### src/rtl/bitfusion_column_ctrl_pkg.sv
// Shared types and lookup constants for the BitFusion column controller.
// Bitwidth codes: 00=2b, 01=4b, 10=8b, 11=reserved (decoded as 8b).
package bitfusion_column_ctrl_pkg;

  typedef enum logic [2:0] {
    ST_IDLE,
    ST_LOAD_W,
    ST_STREAM,
    ST_DRAIN,
    ST_FIN
  } col_state_e;

  typedef enum logic [1:0] {
    BW_2B   = 2'b00,
    BW_4B   = 2'b01,
    BW_8B   = 2'b10,
    BW_RSVD = 2'b11
  } bw_code_e;

  // Fusion control word per bitwidth code; the reserved slot carries the 8b pattern.
  localparam logic [31:0] SIG_LUT [4] = '{
    32'h5555_5555,
    32'h3333_3333,
    32'h0F0F_0F0F,
    32'h0F0F_0F0F
  };

  localparam logic [7:0] SUM_SIG_LUT [4] = '{
    8'h01,
    8'h03,
    8'h0F,
    8'h0F
  };

  function automatic logic [1:0] lut_index(input logic [1:0] bw);
    return (bw == 2'(BW_RSVD)) ? 2'(BW_8B) : bw;
  endfunction

endpackage

### src/rtl/bitfusion_column_ctrl_col_sig_decode.sv
// Registered bitwidth -> fusion signal / sum_signal lookup for one column.
// Captures a new value only on load, so the words stay constant for a whole job.
module col_sig_decode
  import bitfusion_column_ctrl_pkg::*;
(
  input  logic        clk,
  input  logic        reset,
  input  logic        load,
  input  logic [1:0]  bitwidth,
  output logic [31:0] signal,
  output logic [7:0]  sum_signal
);

  always_ff @(posedge clk) begin
    if (reset) begin
      signal     <= '0;
      sum_signal <= '0;
    end else if (load) begin
      signal     <= SIG_LUT[lut_index(bitwidth)];
      sum_signal <= SUM_SIG_LUT[lut_index(bitwidth)];
    end
  end

endmodule

### src/rtl/bitfusion_column_ctrl.sv
// Job sequencer for one BitFusion PE column: weight load, input streaming, pipeline drain.
// Optional perf counters (stall_cnt, job_cnt) are built when COL_CTRL_PERF_CNT_EN is defined.
module bitfusion_column_ctrl
  import bitfusion_column_ctrl_pkg::*;
#(
  parameter int N_PE       = 16,
  parameter int W_LOAD_LAT = 2
) (
  input  logic        clk,
  input  logic        reset,
  input  logic        start,
  input  logic [1:0]  cfg_bitwidth,
  input  logic [7:0]  cfg_len,
  input  logic        in_valid,
  output logic        in_ready,
  output logic        wbuf_load,
  output logic [1:0]  input_bitwidth,
  output logic [31:0] signal,
  output logic [7:0]  sum_signal,
  output logic        acc_clear,
  output logic        out_valid,
  output logic        busy,
  output logic        done
`ifdef COL_CTRL_PERF_CNT_EN
  ,
  output logic [15:0] stall_cnt,
  output logic [15:0] job_cnt
`endif
);

  localparam int PH_MAX = (N_PE > W_LOAD_LAT) ? N_PE : W_LOAD_LAT;
  localparam int PW     = $clog2(PH_MAX + 1);

  col_state_e      state;
  logic [7:0]      len_cnt;
  logic [PW-1:0]   phase_cnt;
  logic            start_ok;

  assign start_ok = (state == ST_IDLE) && start;

  // Decoded straight from cfg_bitwidth at the accepting edge so the words are valid in LOAD_W.
  col_sig_decode u_sig_decode (
    .clk        (clk),
    .reset      (reset),
    .load       (start_ok),
    .bitwidth   (cfg_bitwidth),
    .signal     (signal),
    .sum_signal (sum_signal)
  );

  // NOTE: every output is assigned together with the state it belongs to, so outputs
  // come straight from flops and line up cycle-for-cycle with the state register.
  always_ff @(posedge clk) begin
    if (reset) begin
      state          <= ST_IDLE;
      len_cnt        <= '0;
      phase_cnt      <= '0;
      input_bitwidth <= '0;
      in_ready       <= 1'b0;
      wbuf_load      <= 1'b0;
      acc_clear      <= 1'b0;
      out_valid      <= 1'b0;
      busy           <= 1'b0;
      done           <= 1'b0;
    end else begin
      wbuf_load <= 1'b0;
      acc_clear <= 1'b0;
      out_valid <= 1'b0;
      done      <= 1'b0;
      unique case (state)
        ST_IDLE: begin
          if (start) begin
            input_bitwidth <= cfg_bitwidth;
            len_cnt        <= (cfg_len == 8'd0) ? 8'd1 : cfg_len;
            phase_cnt      <= PW'(W_LOAD_LAT - 1);
            wbuf_load      <= 1'b1;
            acc_clear      <= 1'b1;
            busy           <= 1'b1;
            state          <= ST_LOAD_W;
          end
        end
        ST_LOAD_W: begin
          if (phase_cnt == '0) begin
            in_ready <= 1'b1;
            state    <= ST_STREAM;
          end else begin
            phase_cnt <= phase_cnt - PW'(1);
          end
        end
        ST_STREAM: begin
          if (in_valid) begin
            len_cnt <= len_cnt - 8'd1;
            if (len_cnt == 8'd1) begin
              in_ready  <= 1'b0;
              phase_cnt <= PW'(N_PE);
              state     <= ST_DRAIN;
            end
          end
        end
        ST_DRAIN: begin
          if (phase_cnt == '0) begin
            out_valid <= 1'b1;
            done      <= 1'b1;
            state     <= ST_FIN;
          end else begin
            phase_cnt <= phase_cnt - PW'(1);
          end
        end
        ST_FIN: begin
          busy  <= 1'b0;
          state <= ST_IDLE;
        end
        default: begin
          in_ready <= 1'b0;
          busy     <= 1'b0;
          state    <= ST_IDLE;
        end
      endcase
    end
  end

`ifdef COL_CTRL_PERF_CNT_EN
  always_ff @(posedge clk) begin
    if (reset) begin
      stall_cnt <= '0;
      job_cnt   <= '0;
    end else begin
      if (start_ok) begin
        stall_cnt <= '0;
      end else if ((state == ST_STREAM) && !in_valid && (stall_cnt != 16'hFFFF)) begin
        stall_cnt <= stall_cnt + 16'd1;
      end
      if ((state == ST_FIN) && (job_cnt != 16'hFFFF)) begin
        job_cnt <= job_cnt + 16'd1;
      end
    end
  end
`endif

endmodule

### config.mk
export PLATFORM = sky130hd
export DESIGN_NAME = bitfusion_column_ctrl
export DESIGN_NICKNAME = d
export VERILOG_FILES = /design/src/rtl/bitfusion_column_ctrl_pkg.sv /design/src/rtl/bitfusion_column_ctrl_col_sig_decode.sv /design/src/rtl/bitfusion_column_ctrl.sv
export SDC_FILE = /design/constraint.sdc
export NUM_CORES = 1
export LEC_CHECK = 0
export ABC_AREA = 1
export BUFFER_PORTS_ARGS = -buffer_cell sky130_fd_sc_hd__buf_2
export CORE_MARGIN = 1
export CORE_UTILIZATION = 54
export CTS_CLUSTER_SIZE = 28
export DETAILED_ROUTE_END_ITERATION = 8
export PLACE_DENSITY_LB_ADDON = 0.12
export SLEW_MARGIN = 20
export SYNTH_ARGS = -nofsm -noshare
export SYNTH_HDL_FRONTEND = slang
export SYNTH_SLANG_ARGS = --single-unit
### constraint.sdc
create_clock -name clk -period 2.85 [get_ports clk]
set_input_delay 0.285 -clock clk [delete_from_list [all_inputs] [get_ports clk]]
set_output_delay 0.285 -clock clk [all_outputs]
set_load 0.01 [all_outputs]
Word level (Yosys, flattened, before mapping):

Index checks and enable logic that the tools add are counted.

* register bits after elaboration: 62
* input bits: 14
* output and inout port bits: 48
* word-level logic and storage cells: 77

* add/sub/neg operators: 2
* order comparisons: 1
* eq/ne operators: 12
* mux-type cells: 30
* bitwise logic cells: 5
* reductions and logical operators: 17

Operators with widths (count)
* binary-select mux 32 bit (select 2 bit): 1
* 2-to-1 mux 32 bit: 2
* 2-to-1 mux 8 bit: 5
* 2-to-1 mux 5 bit: 4
* binary-select mux 8 bit (select 2 bit): 1
* one-hot mux 8 bit (2 select lines): 1
* 2-to-1 mux 3 bit: 5
* one-hot mux 5 bit (3 select lines): 1
* != test 2 bit (second input constant): 6
* one-hot mux 3 bit (4 select lines): 1
* AND reduction 5 bit: 2
* equality test 8 x 1 -> 1 bit (second input constant): 1
* zero test 8 bit: 1
* subtractor 8 x 1 -> 8 bit (second input constant): 1
* equality test 3 x 2 -> 1 bit (second input constant): 2
* 2-to-1 mux 1 bit: 6
* OR reduction 2 bit: 3
* OR reduction 3 bit: 2
* zero test 5 bit: 1
* subtractor 5 x 1 -> 5 bit (second input constant): 1
* NOT 1 bit: 4
* AND reduction 2 bit: 2
* AND reduction 4 bit: 1
* equality test 3 x 1 -> 1 bit (second input constant): 1
* 12 further kinds: 12

Logic depth before layout (Yosys ltp):

Gate-level depths: netlist of the first run.

* depth in word-level cells: 6
* mapped depth: 10
* depth with buffers taken out: 10

Hierarchy:

From an unflattened synthesis of the first run, not the netlist that was laid out.

* cell total of the unflattened synthesis: 270
* area total of the unflattened synthesis: 1864.3 µm²

By module, submodules not included
* bitfusion_column_ctrl: times used 1, cells an instance 203, area each 1340.0 µm², seq. area each 440.4 µm²
* col_sig_decode: times used 1, cells an instance 67, area each 524.3 µm², seq. area each 140.1 µm²

Least setup slack after synthesis of the first run:

OpenSTA, ideal clock, no wires.

* path kind: flip-flop to flip-flop
* start: reg phase_cnt[0]
* end: reg phase_cnt[4]
* library setup time: 113 ps
* arrival: 1193 ps
* required time: 2737 ps
* setup slack: 1545 ps
* stages on the path, launching flop included: 9
* path buffers: 0
* period minus slack after synthesis: 1305 ps
* path through: dfxtp_1 inv_1 ha_1 nand3_1 inv_1 nand2_1 nand3_4 nor2_1 nor2_1

* longest elaborated chain between the ends: 3
* elaborated cells between the ends (all ways): 6
* those cells by class: add/sub (1); eq/ne (1); mux (2); reduce/logical (2)

RTL lines
* start: declaration: line bitfusion_column_ctrl.sv:36 `logic [PW-1:0] phase_cnt;`
* start signal: assignment: line bitfusion_column_ctrl.sv:75 `phase_cnt <= PW'(W_LOAD_LAT - 1);`
* start signal: assignment: line bitfusion_column_ctrl.sv:87 `phase_cnt <= phase_cnt - PW'(1);`
* start signal: assignment: line bitfusion_column_ctrl.sv:95 `phase_cnt <= PW'(N_PE);`
* subtractor 5 x 1 -> 5 bit or zero test 5 bit (tied branches)
* 2-to-1 mux 5 bit or != test 2 bit (tied branches)
* one-hot mux 5 bit (3 select lines) or AND reduction 5 bit (tied branches)

Several ways; a longest one is shown, not always the timed one. The select of a mux whose other input is x is not followed.
A chain may end at the register's enable or synchronous reset.

Worst setup path in the final report of the first run:

* start: reg state[2]
* end: reg len_cnt[7]

* longest elaborated chain between the ends: 3
* elaborated cells between the ends (all ways): 7
* those cells by class: eq/ne (3); mux (1); reduce/logical (3)

RTL lines
* start: declaration: line bitfusion_column_ctrl.sv:34 `col_state_e state;`
* start signal: assignment: line bitfusion_column_ctrl.sv:55 `state <= ST_IDLE;`
* start signal: assignment: line bitfusion_column_ctrl.sv:79 `state <= ST_LOAD_W;`
* start signal: assignment: line bitfusion_column_ctrl.sv:85 `state <= ST_STREAM;`
* equality test 3 x 2 -> 1 bit or zero test 3 bit (tied branches): line bitfusion_column_ctrl.sv:70 `unique case (state)`
* != test 2 bit (no source line) or nonzero test 2 bit (tied branches)
* AND reduction 3 bit (no source line)
* end signal: assignment: line bitfusion_column_ctrl.sv:74 `len_cnt <= (cfg_len == 8'd0) ? 8'd1 : cfg_len;`
* end signal: assignment: line bitfusion_column_ctrl.sv:92 `len_cnt <= len_cnt - 8'd1;`
* end: declaration: line bitfusion_column_ctrl.sv:35 `logic [7:0] len_cnt;`

Several ways; a longest one is shown, not always the timed one.

==> results.json, run 1 <==
{
  "preCtsSetupSlack_ps": 1386,
  "gr-total-overflow": 0,
  "synth_top_area_share_pct": 31.14,
  "core_um2": 3153,
  "syn_inst": 258,
  "floorplan.rows": 20,
  "h-tree-depth": 2,
  "drtPass1Iterations": 4,
  "min_path_cells": 3,
  "synth_area_leaders": "dfxtp_1 (31%), buf_4 (14%), nand2_1 (8.9%)",
  "crit_path_cell_trace": "nor2_4, nand2_4, nor2_1, nand2_1, o21ai_0, nand2_1, nand2_1, nor2_1",
  "p_leak_nw": 1.048,
  "synth.distinct_cells": 37,
  "fmax_mhz": 672.6,
  "fillers": 312,
  "grt_pass1_vias": 1411,
  "critical_path_class": "flip-flop to flip-flop",
  "synth.most_common_cell": "nand2_1",
  "drt_iter0_drc": 52,
  "cp_slowest_cell": "dfxtp_1",
  "drive_above_1_share_pct": 29.86,
  "cts_tree": "yes",
  "hold_viol": 0,
  "die_area_um2": 3691,
  "whs_ps": 214.0,
  "cellPowerDensity_nw_per_um2": 955.5,
  "yosysTopAreaCell": "dfxtp_1",
  "grt_max_degree": 21,
  "postCtsSetupBuffers": 0,
  "worst_slack_ps": 1363,
  "synth_edf_count": 0,
  "status": "complete, no violations",
  "rsz0062_at_grt": "false",
  "syn_to_final_growth_pct": 6.242,
  "dp_hpwl_um": 2537,
  "path_max_fanout": 15,
  "end_kind": "flip-flop",
  "grt_first_pass_wirelength_um": 5865,
  "async_reset_ff_share_pct": 0,
  "wl_per_cell_um": 10.25,
  "antenna_left": 0,
  "drc": 0,
  "finalSetupViolCount": 0,
  "multiInputGateArea_um2": 897.1,
  "crit_arrival_ps": 1720,
  "die_h_um": 60.76,
  "numPortBuffers": 53,
  "cts_sinks": 29,
  "cpMostUsedCell": "nand2_1",
  "synthesis.area_um2": 1864,
  "initial_core_util_pct": 59.13,
  "synth_top_cells_by_count": "nand2_1 (44), buf_4 (35), nor2_1 (34)",
  "clk_pin_slew_ps": 80,
  "crit_required_ps": 3080,
  "yosysWarnings": 0,
  "cts_resized": 0,
  "drt-total-wl_um": 3404,
  "fin_util_pct": 62.82,
  "cts_root_buf": "clkbuf_4",
  "finalCriticalPeriod_ps": 1487,
  "grt_antenna_before_repair": 0,
  "avgSynthCellArea_um2": 7.226,
  "rr_worst_depth": 8,
  "regArea_um2": 580.6,
  "ys_seq_elements": 29,
  "ir_drop_mv": 0.4154,
  "clkLatencyLatePin_ps": 330,
  "gr-usage-all-layers_pct": 21.85,
  "worst_hold_path_type": "input port to flip-flop",
  "cts.path.max_buffers": 2,
  "hold_buffers": 0,
  "die_x_um": 60.76,
  "nets": 305,
  "pin_count": 62,
  "ys_seq_area_share_pct": 31.14,
  "critPathMaxStageDelay_ps": 410,
  "finalSetupTns_ps": 0,
  "vias_per_cell": 4.810,
  "skew_ps": 3.372,
  "num_vias": 1597,
  "synth_top_flop_cell": "dfxtp_1",
  "antenna_cells": 0,
  "cts-buffers-inserted": 5,
  "drv_slew": 0,
  "cp-start-kind": "flip-flop",
  "gp_congestion": 0.8713,
  "maxCapViolCount": 0,
  "min_period_over_period_pct": 52.17
}
registers in the layout, summed over array words and instances, names as in the netlist:
name	count
u_sig_decode.signal	7
state	3
len_cnt	8
acc_clear	1
busy	1
phase_cnt	5
in_ready	1
done	1
input_bitwidth	2
final cells by class:
cell class                      instances  share of cell area [%]
Clock inverter                          2                  0.5054
Multi-Input combinational cell        166                   45.29
Clock buffer                            6                   2.085
Tap cell                               44                   2.780
Timing Repair Buffer                   53                   13.39
Sequential cell                        29                   29.31
Inverter                               32                   6.633
through the flow:
stage          cell area [um^2]  cells  total power [mW]
6_report                   1981    332             1.893
2_1_floorplan              1891    265             1.528
3_5_place_dp               1929    324             1.673
3_3_place_gp               1929    324             1.671
4_1_cts                    1981    332             1.910
5_1_grt                    1981    332             2.101
kinds of logic after synthesis:
logic type | Yosys count | share of synthesized area, %
AO/OA/AOI/OAI | 44 | 15.03
XOR/XNOR | 2 | 0.9398
adder cells (fa/ha/maj) | 4 | 2.685
buffers and inverters | 70 | 22.15
flip-flops | 29 | 31.14
other | 1 | 0.2011
AND/OR/NAND/NOR | 108 | 27.85
final timing paths:
| path | to | startpoint | slack [ps] |
|---|---|---|---|
| worst max-delay path | len_cnt[7]$_SDFFE_PP0P_ | state[2]$_SDFFE_PP0P_ | 1360 |
| worst min-delay path | len_cnt[1]$_SDFFE_PP0P_ | cfg_len[1] | 210 |
| worst min register to register | in_ready$_SDFFE_PP0P_ | in_ready$_SDFFE_PP0P_ | 460 |
| worst max register to register | len_cnt[7]$_SDFFE_PP0P_ | state[2]$_SDFFE_PP0P_ | 1360 |
report_power, final:
part / leakage, nW / switching [mW] / internal (mW)
Clock: 0.0320 / 0.137 / 0.0936
Sequential: 0.239 / 0.0961 / 0.516
Combinational: 0.778 / 0.664 / 0.386
Total: 1.05 / 0.897 / 0.995
per-layer routing:
| metal | vias to the layer above | track usage [%] | wire, um |
|---|---|---|---|
| met5 | - | 0 | 0 |
| met4 | 0 | 13.31 | 66 |
| met3 | 7 | 5.970 | 196 |
| li1 | 841 | - | - |
| met2 | 51 | 34.54 | 1492 |
| met1 | 698 | 26.47 | 1649 |
cells in the final DEF (no fill, tap or decap), types with 5 or more instances in the layout:
cell type and count:
clkbuf_4 5, conb_1 8, a21oi_1 18, dfxtp_1 29, inv_1 25, nand2_1 44, nand3_1 11, buf_2 53
nor2_1 34, o21ai_0 9
worst max-delay path: cells and delay by family, from the launching register on:
family,cells,cell delay (ps)
DFF,1,410
and+or+nand+nor,7,830
AOI/OAI and AO/OA,1,150
Power figures use the tool's default switching activity.
==> inputs of run 2 (changes only) <==
--- a/config.mk
+++ b/config.mk
@@ -8,7 +8,7 @@
 export ABC_AREA = 1
 export BUFFER_PORTS_ARGS = -buffer_cell sky130_fd_sc_hd__buf_2
 export CORE_MARGIN = 1
-export CORE_UTILIZATION = 54
+export CORE_UTILIZATION = 50
 export CTS_CLUSTER_SIZE = 28
 export DETAILED_ROUTE_END_ITERATION = 8
 export PLACE_DENSITY_LB_ADDON = 0.12
==> constraint.sdc (replaced) <==
create_clock -name clk -period 1.5 [get_ports clk]
set_input_delay 0.15 -clock clk [delete_from_list [all_inputs] [get_ports clk]]
set_output_delay 0.15 -clock clk [all_outputs]
set_load 0.01 [all_outputs]
==> results.json, run 2 (same netlist as run 1, synthesis figures left out) <==
{
  "status": "complete, no violations",
  "r2r_setup_slack_ps": 100,
  "drv_slew": 0,
  "hp-start": "cfg_len[1]",
  "r2r_start": "state[2]$_SDFFE_PP0P_",
  "grt_antenna_before_repair": 0,
  "num_vias": 1613,
  "cts_root_buf": "clkbuf_8",
  "cpMostUsedCell": "nor2_4",
  "skew_ps": 7.798,
  "grt_max_degree": 20,
  "antenna_left": 0,
  "die_area_um2": 3977,
  "cts_sinks": 29,
  "largest_reg_flops": 8,
  "p_seq_share_pct": 28.5,
  "stdcell_area_um2": 2102,
  "final_cells": 339,
  "place_area_um2": 1962,
  "fillers": 362,
  "gr-total-overflow": 0,
  "finalCriticalPeriod_ps": 1399,
  "drt-total-wl_um": 3559,
  "power.share.switching_pct": 43.06,
  "drc": 0,
  "die_h_um": 63.06,
  "rsz0062_at_grt": "false",
  "cp-start-kind": "flip-flop",
  "clk_pin_slew_ps": 70,
  "pin_count": 62,
  "ir_drop_mv": 0.8580,
  "syn_to_final_growth_pct": 12.75,
  "antenna_cells": 0,
  "cts_tree": "yes",
  "die_x_um": 63.06,
  "h-tree-depth": 2,
  "fmax_mhz": 715.0,
  "grt_pass1_vias": 1364,
  "numPortBuffers": 53,
  "startpoint": "state[2]$_SDFFE_PP0P_",
  "cp_slowest_cell": "dfxtp_1",
  "grt_use_met2_pct": 30.91,
  "worst_hold_path_type": "input port to flip-flop",
  "met3_usage_pct": 5.435,
  "nets": 310,
  "min_path_cells": 3,
  "core_um2": 3442,
  "top_register": "len_cnt",
  "power_mw": 4.093,
  "p_int_mw": 2.330,
  "rr_worst_depth": 8,
  "holdPathEnd": "len_cnt[1]$_SDFFE_PP0P_",
  "initial_core_util_pct": 54.16,
  "floorplan.rows": 21,
  "multiInputGateArea_um2": 912.1,
  "hold_viol": 0,
  "finalSetupViolCount": 0,
  "vias_per_cell": 4.758,
  "top_regs": "len_cnt x8, u_sig_decode.signal x7, phase_cnt x5",
  "grt_first_pass_wirelength_um": 5899,
  "pwr-share-clk_pct": 20.3,
  "cellPowerDensity_nw_per_um2": 1947,
  "clkLatencyLatePin_ps": 280,
  "grt_use_met1_pct": 23.28,
  "crit_required_ps": 1660,
  "gp_congestion": 0.8385,
  "hold_buffers": 0,
  "regArea_um2": 581.8,
  "maxCapViolCount": 0,
  "drtPass1Iterations": 4,
  "drive_above_1_share_pct": 33.11,
  "reg2reg_to": "phase_cnt[3]$_SDFFE_PP0P_",
  "wl_per_cell_um": 10.50,
  "layout_common_cells": "buf_2 (53), nand2_1 (43), nor2_1 (33)",
  "cts-buffers-inserted": 5,
  "cts.path.max_buffers": 2,
  "switchingPower_mw": 1.762,
  "crit_path_cell_trace": "nor2_4, buf_4, nand3_2, nand2_2, nor2_4, nand3_4, nand2_1, a21oi_1",
  "min_period_over_period_pct": 93.24,
  "dp_hpwl_um": 2729,
  "p_leak_nw": 1.103,
  "drt_iter0_drc": 74,
  "crit_arrival_ps": 1560,
  "busiest_layer": "met2",
  "critPathMaxStageDelay_ps": 490,
  "path_max_fanout": 7,
  "finalSetupTns_ps": 0,
  "critical_path_class": "flip-flop to flip-flop",
  "post-place-cells": 330,
  "gr-usage-all-layers_pct": 18.97,
  "end_kind": "flip-flop",
  "fin_util_pct": 61.07,
  "combPwrFrac_pct": 51.2,
  "final_common_cell": "buf_2"
}
-- run 2: cell count changes in the layout (fill, tap and decap cells not counted), sizes merged --
cell	change
buf	+5
bufinv	+1
clkbuf	+1
clkinv	-2
-- run 2: final cells by class --
class / count / area share, %
well taps: 46 / 2.738
flip-flops and latches: 29 / 27.68
repair buffers: 58 / 14.40
multi-input cells: 166 / 43.39
clock buffers: 7 / 4.107
inverters: 32 / 6.250
clock inverters: 1 / 1.429
-- run 2: worst max-delay path by stage --
stage	endpoint	slack, ps	cells after the start
6_report	phase_cnt[3]$_SDFFE_PP0P_	100	8
5_1_grt	phase_cnt[0]$_SDFFE_PP0P_	0.3	7
4_1_cts	phase_cnt[4]$_SDFFE_PP0P_	40	8
3_5_place_dp	phase_cnt[4]$_SDFFE_PP0P_	50	8
3_3_place_gp	phase_cnt[4]$_SDFFE_PP0P_	110	8
2_1_floorplan	phase_cnt[4]$_SDFFE_PP0P_	190	8
-- run 2: through the flow --
stage,setup WS (ps),hold slack (ps)
2_1_floorplan,194.6,293.6
3_3_place_gp,114.2,412.4
3_5_place_dp,47.50,421.4
4_1_cts,36.53,135.0
5_1_grt,0.2928,157.2
6_report,101.5,131.7
-- run 2: routing by layer --
metal,share of wire (%),vias to the layer above
li1,-,847
met1,47,711
met2,47,50
met3,4.8,5
met4,1.4,0
met5,0,-
-- run 2: critical path: cells and delay by family, from the launching register on --
kind	cells	cell delay [ps]
compound gates	1	70
buf+inv	1	150
flops	1	490
simple gates	6	550
-- run 2: power by group through the flow --
stage	logic, mW	clock network [mW]	registers, mW
global route	2.36	0.886	1.20
finish	2.10	0.829	1.17
detailed placement	2.04	0	1.18
CTS	2.05	0.847	1.17
floorplan	1.71	0	1.19
global placement	2.04	0	1.18
-- run 2: repair_timing --
item | 4_1_cts | 5_1_grt
gates resized for setup | 0 | 6
setup endpoints to repair | 0 | 13
buffers inserted | 0 | 1
==> inputs of run 3 (changes only) <==
--- a/config.mk
+++ b/config.mk
@@ -6,9 +6,11 @@
 export NUM_CORES = 1
 export LEC_CHECK = 0
 export ABC_AREA = 1
+export ABC_CLOCK_PERIOD_IN_PS = 1500
 export BUFFER_PORTS_ARGS = -buffer_cell sky130_fd_sc_hd__buf_2
 export CORE_MARGIN = 1
-export CORE_UTILIZATION = 50
+export CORE_UTILIZATION = 52
+export CTS_BUF_LIST = sky130_fd_sc_hd__clkbuf_4 sky130_fd_sc_hd__clkbuf_8
 export CTS_CLUSTER_SIZE = 28
 export DETAILED_ROUTE_END_ITERATION = 8
 export PLACE_DENSITY_LB_ADDON = 0.12
==> results.json, run 3 (same netlist as run 1, synthesis figures left out) <==
{
  "drive_above_1_share_pct": 33.33,
  "finalSetupTns_ps": 0,
  "cp_slowest_cell": "dfxtp_1",
  "hold_buffers": 0,
  "fin_util_pct": 60.39,
  "gr-total-overflow": 0,
  "grt_max_degree": 20,
  "cellPowerDensity_nw_per_um2": 1824,
  "crit_arrival_ps": 1600,
  "maxCapViolCount": 0,
  "fmax_mhz": 741.5,
  "die_x_um": 61.88,
  "fillers": 336,
  "cts_tree": "yes",
  "dp_hpwl_um": 2660,
  "cts_root_buf": "clkbuf_4",
  "drtPass1Iterations": 4,
  "final_common_cell": "buf_2",
  "grt_antenna_before_repair": 0,
  "drt-total-wl_um": 3509,
  "num_vias": 1565,
  "h-tree-depth": 2,
  "clk_pin_slew_ps": 100,
  "drv_slew": 0,
  "nets": 311,
  "worst_slack_ps": 151.3,
  "antenna_left": 0,
  "drt_iter0_drc": 33,
  "top_register": "len_cnt",
  "core_um2": 3390,
  "layout_common_cells": "buf_2 (53), nand2_1 (43), nor2_1 (34)",
  "status": "complete, no violations",
  "finalSetupViolCount": 0,
  "cp-start-kind": "flip-flop",
  "largest_reg_flops": 8,
  "cts-buffers-inserted": 5,
  "cts.path.max_buffers": 2,
  "antenna_cells": 0,
  "hold_viol": 0,
  "pin_count": 62,
  "skew_ps": 12.06,
  "preCtsSetupSlack_ps": 69.99,
  "min_period_over_period_pct": 89.91,
  "initial_core_util_pct": 55.00,
  "end_kind": "flip-flop",
  "syn_to_final_growth_pct": 9.798,
  "crit_path_cell_trace": "inv_1, ha_1, nand3_1, nor2_1, nor2_1, nor2_1, nand3_1, a21oi_1",
  "gp_congestion": 0.8258,
  "crit_required_ps": 1750,
  "numPortBuffers": 53,
  "wl_per_cell_um": 10.32,
  "drc": 0,
  "rsz0062_at_grt": "false",
  "ir_drop_mv": 0.9163,
  "floorplan.rows": 21,
  "multiInputGateArea_um2": 909.6,
  "critical_path_class": "flip-flop to flip-flop",
  "path_max_fanout": 3,
  "die_area_um2": 3829,
  "vias_per_cell": 4.603,
  "grt_pass1_vias": 1341,
  "finalCriticalPeriod_ps": 1349,
  "cpMostUsedCell": "nor2_1",
  "critPathMaxStageDelay_ps": 310,
  "die_h_um": 61.88,
  "clkLatencyLatePin_ps": 330,
  "top_regs": "len_cnt x8, u_sig_decode.signal x7, phase_cnt x5",
  "gr-usage-all-layers_pct": 20.19,
  "cts_sinks": 29,
  "regArea_um2": 583.1,
  "p_leak_nw": 1.086,
  "grt_first_pass_wirelength_um": 5623,
  "worst_hold_path_type": "input port to flip-flop"
}
## run 3: metal layers
metal / global-route usage [%] / share of wire, % / up-vias
li1: - / - / 852
met1: 25.06 / 48 / 665
met2: 33.64 / 46 / 41
met3: 5.176 / 4.0 / 7
met4: 7.619 / 2.2 / 0
met5: 0 / 0 / -
## run 3: cell type report
cell class | count | area share [%]
inverter | 32 | 6.418
tap | 46 | 2.812
sequential | 29 | 28.48
timing repair buffer | 59 | 15.16
clock inverter | 2 | 0.4890
multi-input combinational | 166 | 44.44
clock buffer | 6 | 2.200
## run 3: through the flow
stage               hold slack [ps]  cells  power (mW)  area (um^2)
CTS                           64.32    339       3.704         2024
global route                  87.16    340       4.121         2047
finish                        71.95    340       3.733         2047
floorplan                     293.6    265       2.902         1891
detailed placement            420.6    331       3.219         1969
global placement              406.4    331       3.204         1969
## run 3: worst paths after layout
kind | slack [ps] | startpoint | depth (start not counted) | end
max | 150 | len_cnt[1]$_SDFFE_PP0P_ | 8 | phase_cnt[0]$_SDFFE_PP0P_
min | 70 | cfg_bitwidth[0] | 3 | input_bitwidth[0]$_SDFFE_PP0P_
max reg2reg | 150 | len_cnt[1]$_SDFFE_PP0P_ | 8 | phase_cnt[0]$_SDFFE_PP0P_
min reg2reg | 460 | input_bitwidth[1]$_SDFFE_PP0P_ | 2 | input_bitwidth[1]$_SDFFE_PP0P_
## run 3: what timing repair did
action	4_1_cts	5_1_grt
gates resized for setup	0	6
setup buffers	0	1
endpoints found under the setup margin	0	7
## run 3: where the power goes
part / total, mW / internal (mW) / switching, mW
clock network: 0.475 / 0.196 / 0.279
registers: 1.17 / 0.985 / 0.181
logic: 2.09 / 0.804 / 1.29
## run 3: worst max-delay path, delay by kind of cell, from the launching register on
kind	cells	cell delay (ps)
flops	1	310
compound gates	1	130
fa+ha+maj	1	150
simple gates	5	600
buf+inv	1	90
